==> src/rtl/can_busoff_pkg.sv <==
// Shared types and constants for the CAN bus-off recovery sequencer.
package can_busoff_pkg;

  localparam int RUN_LEN_DEF = 11;
  localparam int OCC_MAX_DEF = 128;

  localparam logic [2:0] ST_ENC_IDLE  = 3'b000;
  localparam logic [2:0] ST_ENC_ARMED = 3'b001;
  localparam logic [2:0] ST_ENC_RUN   = 3'b010;
  localparam logic [2:0] ST_ENC_DONE  = 3'b011;
  localparam logic [2:0] ST_ENC_HOLD  = 3'b100;

  typedef enum logic [2:0] {
    ST_IDLE  = ST_ENC_IDLE,
    ST_ARMED = ST_ENC_ARMED,
    ST_RUN   = ST_ENC_RUN,
    ST_DONE  = ST_ENC_DONE,
    ST_HOLD  = ST_ENC_HOLD
  } busoff_state_t;

endpackage

==> src/rtl/busoff_run_det.sv <==
// Counts consecutive recessive samples; run_done is a combinational pulse on the
// strobe that completes a run of RUN_LEN recessive bits.
module busoff_run_det #(
  parameter int RUN_LEN = 11
) (
  input  logic clock,
  input  logic reset,
  input  logic clear,
  input  logic smpl_en,
  input  logic rx_bit,
  output logic run_done
);

  localparam int CW = $clog2(RUN_LEN);

  logic [CW-1:0] run_cnt;
  logic          last_bit;

  assign last_bit = (run_cnt == CW'(RUN_LEN - 1));
  assign run_done = !clear && smpl_en && rx_bit && last_bit;

  always_ff @(posedge clock or posedge reset) begin
    if (reset) begin
      run_cnt <= '0;
    end else if (clear) begin
      run_cnt <= '0;
    end else if (smpl_en) begin
      if (!rx_bit || last_bit) run_cnt <= '0;
      else                     run_cnt <= run_cnt + CW'(1);
    end
  end

endmodule

==> src/rtl/busoff_recovery_ctrl.sv <==
// Bus-off recovery sequencer: counts OCC_MAX runs of RUN_LEN recessive bits while
// bus-off, then pulses recov_done once and holds until busoff drops.
module busoff_recovery_ctrl
  import can_busoff_pkg::*;
#(
  parameter int RUN_LEN = RUN_LEN_DEF,
  parameter int OCC_MAX = OCC_MAX_DEF
) (
  input  logic       clock,
  input  logic       reset,
  input  logic       busoff,
  input  logic       auto_restart,
  input  logic       restart_req,
  input  logic       smpl_en,
  input  logic       rx_bit,
  output logic       elevrecb,
  output logic [7:0] occ_cnt,
  output logic       recov_done,
  output logic       recov_active,
  output logic [2:0] state_o
);

  busoff_state_t state_q, state_d;
  logic [7:0]    occ_q, occ_d;
  logic          run_clear;
  logic          run_done;

  // Counting only happens in RUN with busoff still asserted; an abort wins over a strobe.
  assign run_clear = (state_q != ST_RUN) || !busoff;

  busoff_run_det #(.RUN_LEN(RUN_LEN)) u_run_det (
    .clock    (clock),
    .reset    (reset),
    .clear    (run_clear),
    .smpl_en  (smpl_en),
    .rx_bit   (rx_bit),
    .run_done (run_done)
  );

  always_comb begin
    state_d = state_q;
    occ_d   = occ_q;
    unique case (state_q)
      ST_IDLE:  if (busoff) state_d = auto_restart ? ST_RUN : ST_ARMED;
      ST_ARMED: begin
        if (!busoff)          state_d = ST_IDLE;
        else if (restart_req) state_d = ST_RUN;
      end
      ST_RUN: begin
        if (!busoff) state_d = ST_IDLE;
        else if (run_done && occ_q == 8'(OCC_MAX - 1)) state_d = ST_DONE;
      end
      ST_DONE:  state_d = ST_HOLD;
      ST_HOLD:  if (!busoff) state_d = ST_IDLE;
      default:  state_d = ST_IDLE;
    endcase
    if (state_d == ST_IDLE)                      occ_d = '0;
    else if (run_done && occ_q < 8'(OCC_MAX))    occ_d = occ_q + 8'd1;
  end

  // elevrecb and recov_done are single-cycle pulses with no back-pressure; the fault
  // FSM must sample them on the cycle they are high.
  always_ff @(posedge clock or posedge reset) begin
    if (reset) begin
      state_q      <= ST_IDLE;
      occ_q        <= '0;
      elevrecb     <= 1'b0;
      recov_done   <= 1'b0;
      recov_active <= 1'b0;
    end else begin
      state_q      <= state_d;
      occ_q        <= occ_d;
      elevrecb     <= run_done;
      recov_done   <= (state_q == ST_DONE);
      recov_active <= (state_d == ST_RUN);
    end
  end

  assign occ_cnt = occ_q;
  assign state_o = state_q;

endmodule

==> config.mk <==
export PLATFORM = sky130hd
export DESIGN_NAME = busoff_recovery_ctrl
export DESIGN_NICKNAME = d
export VERILOG_FILES = /design/src/rtl/can_busoff_pkg.sv /design/src/rtl/busoff_run_det.sv /design/src/rtl/busoff_recovery_ctrl.sv
export SDC_FILE = /design/constraint.sdc
export NUM_CORES = 1
export LEC_CHECK = 0
export CAP_MARGIN = 40
export CORE_UTILIZATION = 40
export DETAILED_ROUTE_END_ITERATION = 10
export DONT_BUFFER_PORTS = 1
export PLACE_DENSITY = 0.62
export SYNTH_ARGS = -nofsm -noshare
export SYNTH_HDL_FRONTEND = slang
export SYNTH_SLANG_ARGS = --single-unit
==> constraint.sdc <==
create_clock -name clock -period 3.1 [get_ports clock]
set_input_delay 0.62 -clock clock [delete_from_list [all_inputs] [get_ports clock]]
set_output_delay 0.62 -clock clock [all_outputs]
set_load 0.1 [all_outputs]
==> flow_summary.yaml, run 1 <==
synthesis:
  synth_cells: 96
  synth_cell_types: 35
  netlist_area_um2: 952
  post-synth-top-area-fraction_pct: 47.3
  yosysWarnings: 0
  synth_area_leaders: "dfrtp_1, ha_1, o21ai_0, nand2_1, nand4bb_1"
  syn_nets: 106
  synth_top_cell_by_area: "dfrtp_1"
  ys_seq_area_share_pct: 47.3
  syn_avg_cell_area_um2: 9.92
  synth-seq-cells: 18
sta:
  maxSlewViolCount: 0
  clock_skew_ns: 0.00464
  fin_setup_tns_ns: 0
  finalWorstPathRequiredPeriod_ns: 2.00
  fin_crit_sh_pct: 64.4
  fmax_mhz: 501
  final-hold-violation-count: 0
  finalWorstSetupSlack_ns: 1.10
  max_slew_margin_pct: 40.8
  rsz0062_at_grt: "false"
  tightest_slew_ns: 0.888
  hold_slack_ns: 0.300
  setup_viol: 0
power_and_ir_drop:
  p_leak_uw: 0.000498
  p_per_area_nw_per_um2: 438
  comb_power_share_pct: 17.0
  clkPwrFrac_pct: 29.7
  cellInternalPower_uw: 332
  p_seq_share_pct: 53.3
  netSwitchingFraction_pct: 32.7
  peakVddDrop_mv: 0.324
  power.switching_uw: 162
layout:
  n_antenna_cell: 0
  multi_input_area_um2: 462
  mostFrequentLayoutCell: "dfrtp_1"
  mostFrequentLayoutCells: "dfrtp_1, buf_4, nand2_1"
  syn2layout_area_growth_pct: 18.4
  design.final.nets: 121
  register_area_um2: 450
  nFillCells: 216
  fin_cells: 138
  drive_gt1_share_pct: 18.2
setup_path:
  crit_type: "reg2reg"
  cp_data_arrival_time_ns: 2.21
  worst_ep_required_time_ns: 3.32
  reg2regPathDepth: 4
  critical_path_depth: 4
  cp_top_family: "simple AND/OR/NAND/NOR gates"
  crit_path_max_incr_delay_ns: 0.59
  startpoint: "state_o[0]"
  crit_path_end: "occ_cnt[5]"
  rr_startpoint: "state_o[0]"
  cp_max_fo: 9
  worst-path-buf-inv: 0
  start_kind: "flop"
  critPathSlowestCell: "or3_1"
  endpoint_kind: "flop"
  reg2reg_slack_ns: 1.10
  crit_path_frequent_cell: "or3_1"
  r2r_end: "occ_cnt[5]"
  crit_path_cell_trace: "nand4bb_1 > or3_1 > or3_1 > a32oi_1"
clock_tree:
  cts_resized: 0
  htreeDepth: 1
  cts_tree: "done"
  clock-root-buffer: "clkbuf_4"
  cts.sinks: 18
  post-cts-setup-buffer-count: 0
  clk_latency_ns: 0.30
  clk_pin_slew_worst_paths_ns: 0.11
  ctsLongestPathBuffers: 2
  cts_inserted_buffers: 3
  hold_buffers: 0
floorplan:
  coreArea_um2: 2230
  die-width_um: 50.8
  ioPinCount: 21
  fp.dieH_um: 50.8
  dieArea_um2: 2580
  placement_rows: 17
  initial_core_util_pct: 42.6
placed_design:
  dpl.hpwl_um: 1580
  numPortBuffers: 0
  post-place-ws_ns: 0.950
  globalplace.congestion: 0.810
  dp_cells: 134
drt:
  drc: 0
  drtIter0Drc: 29
  drt_first_pass_iters: 4
  wirelength_um: 2110
  wire_per_inst_um: 15.3
  routed-via-count: 790
  ant_nets: 0
  vias_per_cell: 5.72
global_route:
  grt_pass1_vias: 800
  antenna_found_initial: 0
  grtUsageTotal_pct: 19.1
  grt-ovfl-total: 0
  grt_max_degree: 19
  grt_pass1_wl_um: 3610
outcome:
  status: "complete, no violations"
worst_hold_path:
  hp-class: "in2async"
job:
  maxCapViolCount: 0
state kept, by name (all words and copies together) (netlist names):
register,cells
state_o,3
elevrecb,1
recov_done,1
occ_cnt,8
recov_active,1
u_run_det.run_cnt,4
cells in the mapped netlist (all sizes together):
master,instances
a31o,1
nor2b,1
nand2,9
nor4,3
and2,1
nand3,3
a31oi,5
a21o,2
or4,1
mux2i,1
or2,1
nand4,1
a41oi,2
o22a,1
clkbuf,1
dfrtp,18
xnor2,2
nor4b,1
o21ai,8
nand3b,1
a21oi,1
ha,3
nand4bb,3
a32oi,3
nor3b,1
nor2,4
inv,7
and3b,1
or3,4
nor3,2
xor2,1
buf,2
nand2b,1
metrics by stage:
step / utilization, % / instance area, um2 / power, uW
2_1_floorplan: - / 952 / 335
3_3_place_gp: 47.6 / 1060 / 350
3_5_place_dp: 48.9 / 1090 / 352
4_1_cts: 50.5 / 1130 / 498
5_1_grt: 50.5 / 1130 / 512
6_report: 50.5 / 1130 / 493
worst min-delay path by stage:
stage                                     from  slack (ns)                   end  depth (start not counted)
after floorplan           u_run_det.run_cnt[2]        0.48  u_run_det.run_cnt[2]                          1
after global placement    u_run_det.run_cnt[2]        0.52  u_run_det.run_cnt[2]                          1
after detailed placement  u_run_det.run_cnt[0]        0.54  u_run_det.run_cnt[0]                          1
after CTS                                reset        0.32  u_run_det.run_cnt[0]                          1
after global routing                     reset        0.35  u_run_det.run_cnt[2]                          1
final                                    reset        0.30              elevrecb                          1
layout make-up:
class | count | area share, %
multi-input cells | 68 | 41.0
clock buffers | 4 | 3.22
well taps | 28 | 3.11
flip-flops and latches | 18 | 40.0
inverters | 7 | 2.33
repair buffers | 13 | 10.4
worst register-to-register path: stages, from the launching register on:
cell,delay [ns]
dfrtp_1,0.39
nand4bb_1,0.39
or3_1,0.59
or3_1,0.39
a32oi_1,0.16
power groups by stage:
stage | Sequential [uW] | Clock [uW] | Combinational, uW
finish | 263 | 146 | 84.1
global placement | 268 | 0 | 82.3
global route | 264 | 157 | 90.4
CTS | 263 | 150 | 84.4
floorplan | 301 | 0 | 33.6
detailed placement | 267 | 0 | 84.1
metal layers:
layer  global-route usage, %  vias up  routed length (um)
li1                        -      384                   -
met5                       0        -                   0
met1                    23.9      375                 954
met2                    30.9       27                 998
met3                    4.85        4                 124
met4                    8.33        0                  30
kinds of logic (layout without fill, tap and decap cells):
group / Yosys count / in the layout / share of synthesized area [%]
AOI/OAI and AO/OA: 23 / 23 / 16.8
xor gates and xnor gates: 3 / 3 / 2.76
adders and majority gates: 3 / 3 / 3.94
buffers and inverters: 10 / 24 / 4.21
DFF: 18 / 18 / 47.3
muxes: 1 / 1 / 1.05
and+or+nand+nor: 38 / 38 / 23.9
(Power assumes the default switching activity.)
==> run 2: changes to the inputs <==
- clock period: 3.1 -> 2 ns (I/O delays scaled with it)
==> flow_summary.yaml, run 2 (synthesized netlist as in run 1, its figures left out) <==
drt:
  ant_nets: 0
  wirelength_um: 1970
  wire_per_inst_um: 13.9
  vias_per_cell: 5.48
  drtIter0Drc: 9
  drc: 0
  routed-via-count: 772
  drt_first_pass_iters: 4
placed_design:
  placed_area_um2: 1110
  globalplace.congestion: 0.830
  dpl.hpwl_um: 1490
  numPortBuffers: 0
  dp_cells: 137
layout:
  nFillCells: 212
  syn2layout_area_growth_pct: 21.0
  drive_gt1_share_pct: 28.3
  fin_cells: 141
  design.final.nets: 124
  mostFrequentLayoutCell: "buf_4"
  multi_input_area_um2: 467
  mostFrequentLayoutCells: "buf_4, dfrtp_1, nand2_1"
  largest_register_ffs: 8
  n_antenna_cell: 0
  stdcell_area_um2: 1150
  post-route-util_pct: 51.6
  register_area_um2: 468
setup_path:
  cp_max_fo: 10
  reg2reg_slack_ns: 0.13
  crit_path_max_incr_delay_ns: 0.46
  crit_type: "reg2reg"
  crit_path_cell_trace: "inv_1 > ha_1 > and3b_1 > nor3b_2 > a41oi_2 > a32oi_1"
  endpoint_kind: "flop"
  critPathSlowestCell: "a41oi_2"
  cp_data_arrival_time_ns: 2.00
  start_kind: "flop"
  worst_ep_required_time_ns: 2.13
global_route:
  grt_max_degree: 19
  antenna_found_initial: 0
  grt_pass1_wl_um: 3460
  grt-ovfl-total: 0
  grt_pass1_vias: 777
  grtUsageTotal_pct: 18.2
sta:
  setup_viol: 0
  fmax_mhz: 535
  hold_slack_ns: 0.0892
  clock_skew_ns: 0.00833
  tightest_slew_ns: 0.674
  finalWorstPathRequiredPeriod_ns: 1.87
  fin_crit_sh_pct: 93.5
  max_slew_margin_pct: 55.0
  maxSlewViolCount: 0
  final-hold-violation-count: 0
  rsz0062_at_grt: "false"
floorplan:
  die-width_um: 50.8
  ioPinCount: 21
  placement_rows: 17
  coreArea_um2: 2230
  initial_core_util_pct: 42.6
  fp.dieH_um: 50.8
  dieArea_um2: 2580
clock_tree:
  ctsLongestPathBuffers: 2
  clk_pin_slew_worst_paths_ns: 0.11
  clk_latency_ns: 0.28
  cts_tree: "done"
  htreeDepth: 1
  cts.sinks: 18
  cts_inserted_buffers: 3
  clock-root-buffer: "clkbuf_4"
power_and_ir_drop:
  netSwitchingFraction_pct: 31.7
  p_per_area_nw_per_um2: 667
  power.switching_uw: 244
  clkPwrFrac_pct: 28.3
  peakVddDrop_mv: 0.398
  p_leak_uw: 0.000495
  comb_power_share_pct: 20.9
  p_seq_share_pct: 50.8
  total_power_uw: 769
  cellInternalPower_uw: 525
worst_hold_path:
  hp-class: "in2async"
outcome:
  status: "complete, no violations"
job:
  maxCapViolCount: 0
## run 2: power groups by stage
stage	Combinational, uW	Clock [uW]	Sequential, uW
2_1_floorplan	52.7	0	473
3_3_place_gp	160	0	397
3_5_place_dp	161	0	398
4_1_cts	161	226	390
5_1_grt	171	246	393
6_report	161	218	390
## run 2: stage by stage
stage | setup slack [ns] | setup TNS, ns
final | 0.130 | 0
after global routing | 0.00542 | 0
after CTS | 0.0839 | 0
after detailed placement | 0.111 | 0
after global placement | 0.165 | 0
after floorplan | -0.0448 | -0.0448
## run 2: worst max-delay path: cells and delay by family, from the launching register on
family	cells	cell delay, ns
compound gates	2	0.65
fa+ha+maj	1	0.20
buf+inv	1	0.06
flops	1	0.43
simple gates	2	0.38
## run 2: path summary, 6_finish.rpt
| kind | cells past startpoint | start | to |
|---|---|---|---|
| max in group asynchronous | 1 | reset | state_o[0] |
| min in group clock | 2 | busoff | state_o[1] |
| setup / recovery | 6 | u_run_det.run_cnt[0] | occ_cnt[6] |
| hold reg to reg | 1 | u_run_det.run_cnt[2] | u_run_det.run_cnt[2] |
| setup reg to reg | 6 | u_run_det.run_cnt[0] | occ_cnt[6] |
| hold / removal | 1 | reset | u_run_det.run_cnt[2] |
## run 2: layout make-up
type	count	area share (%)
Inverter	7	2.28
Sequential cell	18	40.6
Timing Repair Buffer	16	10.4
Tap cell	28	3.04
Clock buffer	4	3.15
Multi-Input combinational cell	68	40.5
## run 2: repair_timing
| item | 4_1_cts | 5_1_grt |
|---|---|---|
| setup buffers | 0 | 0 |
| setup endpoints to repair | 0 | 2 |
| hold buffers | 0 | 0 |
| gates resized for setup | 0 | 1 |
## run 2: routing by layer
layer / track usage (%) / vias to the layer above / share of wire [%]
li1: - / 387 / -
met1: 23.1 / 364 / 48
met2: 29.3 / 19 / 45
met3: 4.85 / 2 / 5.6
met4: 6.94 / 0 / 0.87
met5: 0 / - / 0
==> run 3: changes to the inputs <==
- SYNTH_HIERARCHICAL: not set -> 1
==> flow_summary.yaml, run 3 <==
outcome:
  status: "complete, no violations"
drt:
  wire_per_inst_um: 13.8
  vias_per_cell: 5.19
  ant_nets: 0
  routed-via-count: 721
  wirelength_um: 1920
  drtIter0Drc: 3
  drc: 0
  drt_first_pass_iters: 2
  top_layer: "met4"
  wl_met3_um: 71
  met1_length_um: 858
  wl_met2_um: 976
clock_tree:
  clock-root-buffer: "clkbuf_4"
  ctsLongestPathBuffers: 2
  cts.sinks: 18
  clk_latency_ns: 0.29
  htreeDepth: 1
  cts_tree: "done"
  cts_inserted_buffers: 3
  clk_pin_slew_worst_paths_ns: 0.10
sta:
  fmax_mhz: 518
  fin_crit_sh_pct: 96.5
  setup_viol: 0
  rsz0062_at_grt: "true"
  max_slew_margin_pct: 63.8
  hold_slack_ns: 0.0271
  tightest_slew_ns: 0.542
  finalWorstPathRequiredPeriod_ns: 1.93
  final-hold-violation-count: 0
  clock_skew_ns: 0.00508
  maxSlewViolCount: 0
placed_design:
  numPortBuffers: 0
  globalplace.congestion: 0.801
  dpl.hpwl_um: 1450
  placed_area_um2: 1130
  dp_cells: 133
power_and_ir_drop:
  netSwitchingFraction_pct: 32.6
  power.switching_uw: 259
  comb_power_share_pct: 23.9
  p_leak_uw: 0.000552
  peakVddDrop_mv: 0.393
  cellInternalPower_uw: 537
  clkPwrFrac_pct: 27.9
  p_seq_share_pct: 48.2
  total_power_uw: 796
  p_per_area_nw_per_um2: 673
layout:
  n_antenna_cell: 0
  drive_gt1_share_pct: 34.2
  nFillCells: 218
  fin_cells: 139
  stdcell_area_um2: 1180
  post-route-util_pct: 52.9
  mostFrequentLayoutCells: "buf_4, dfrtp_1, a21oi_1"
  largest_register_ffs: 8
  mostFrequentLayoutCell: "buf_4"
  syn2layout_area_growth_pct: 24.3
  design.final.nets: 122
synthesis:
  synth_cells: 91
  synth_common_cells: "dfrtp_1, a21oi_1, nand2_1"
  syn_avg_cell_area_um2: 10.4
  yosysWarnings: 6
  synth.most_common_cell: "dfrtp_1"
  synth_ff_type: "dfrtp_1"
  netlist_area_um2: 951
  synth_area_leaders: "dfrtp_1, xor2_1, a21oi_1, ha_1, nand2_1"
  synth_edf_count: 0
  syn_nets: 101
  synthArstFlopShare_pct: 100
  synth-seq-cells: 18
  synth_cell_types: 35
  synth_top_cell_by_area: "dfrtp_1"
  ys_seq_area_share_pct: 47.4
  post-synth-top-area-fraction_pct: 47.4
setup_path:
  critPathSlowestCell: "dfrtp_4"
  endpoint_kind: "flop"
  start_kind: "flop"
  cp_max_fo: 4
  crit_path_cell_trace: "nand2b_4 > nor3b_4 > inv_2 > nor4_4 > and4b_2 > nand4_1 > xor2_1 > a21oi_1"
  cp_top_family: "simple AND/OR/NAND/NOR gates"
  worst_ep_required_time_ns: 2.22
  crit_type: "reg2reg"
  crit_path_max_incr_delay_ns: 0.49
  cp_data_arrival_time_ns: 2.15
  worst-path-buf-inv: 1
floorplan:
  die-width_um: 50.8
  initial_core_util_pct: 42.6
  dieArea_um2: 2580
  ioPinCount: 21
  coreArea_um2: 2230
  placement_rows: 17
  fp.dieH_um: 50.8
job:
  maxCapViolCount: 0
global_route:
  grtUsageTotal_pct: 17.6
  grt_max_degree: 15
  grt_pass1_vias: 728
  antenna_found_initial: 0
  grt_pass1_wl_um: 3300
  grt-ovfl-total: 0
worst_hold_path:
  hp-class: "in2async"
-- run 3: layout make-up --
| cell class | instances | area [um2] | area share [%] |
|---|---|---|---|
| multi-input combinational | 64 | 492 | 41.6 |
| sequential | 18 | 459 | 38.8 |
| timing repair buffer | 17 | 130 | 11.0 |
| clock buffer | 4 | 36.3 | 3.07 |
| tap | 28 | 35.0 | 2.96 |
| inverter | 8 | 30.0 | 2.54 |
-- run 3: cell families (layout without fill, tap and decap cells) --
group,after synthesis,count (layout),share of synthesized area [%]
mux,1,1,1.05
flops,18,18,47.4
xor+xnor,7,7,6.45
buf+inv,9,29,3.68
fa+ha+maj,3,3,3.95
compound gates,21,21,15.5
simple gates,32,32,22.0
-- run 3: stage by stage --
| stage | worst slack (ns) | setup TNS (ns) |
|---|---|---|
| after floorplan | -0.150 | -0.357 |
| after global placement | 0.134 | 0 |
| after detailed placement | 0.0576 | 0 |
| after CTS | 0.0524 | 0 |
| after global routing | -0.0903 | -0.0952 |
| final | 0.0690 | 0 |
-- run 3: path summary, 6_finish.rpt --
kind	depth (start not counted)	end	slack, ns	startpoint
worst max-delay path	8	occ_cnt[6]	0.07	state_o[2]
worst min-delay path	1	state_o[1]	0.03	reset
worst max register to register	8	occ_cnt[6]	0.07	state_o[2]
worst min register to register	1	u_run_det/run_cnt[0]	0.56	u_run_det/run_cnt[0]
max in group asynchronous	2	u_run_det/run_cnt[2]	1.41	reset
min in group clock	2	u_run_det/run_cnt[2]	0.25	rx_bit
-- run 3: what timing repair did --
item	CTS	global route
setup endpoints to repair	0	3
buffers inserted	0	1
hold endpoints to repair	4	0
hold buffers	1	0
gates resized for setup	0	1
-- run 3: per-layer routing --
layer  vias up  track usage, %
met1       349            21.8
li1        358               -
met2        12            29.8
met3         2            3.33
met5         -               0
met4         0            7.41
-- run 3: power by group through the flow --
stage | Combinational [uW] | Sequential (uW) | Clock [uW]
2_1_floorplan | 73.7 | 470 | 0
3_3_place_gp | 183 | 391 | 0
3_5_place_dp | 187 | 391 | 0
4_1_cts | 189 | 384 | 234
5_1_grt | 202 | 386 | 252
6_report | 191 | 384 | 222
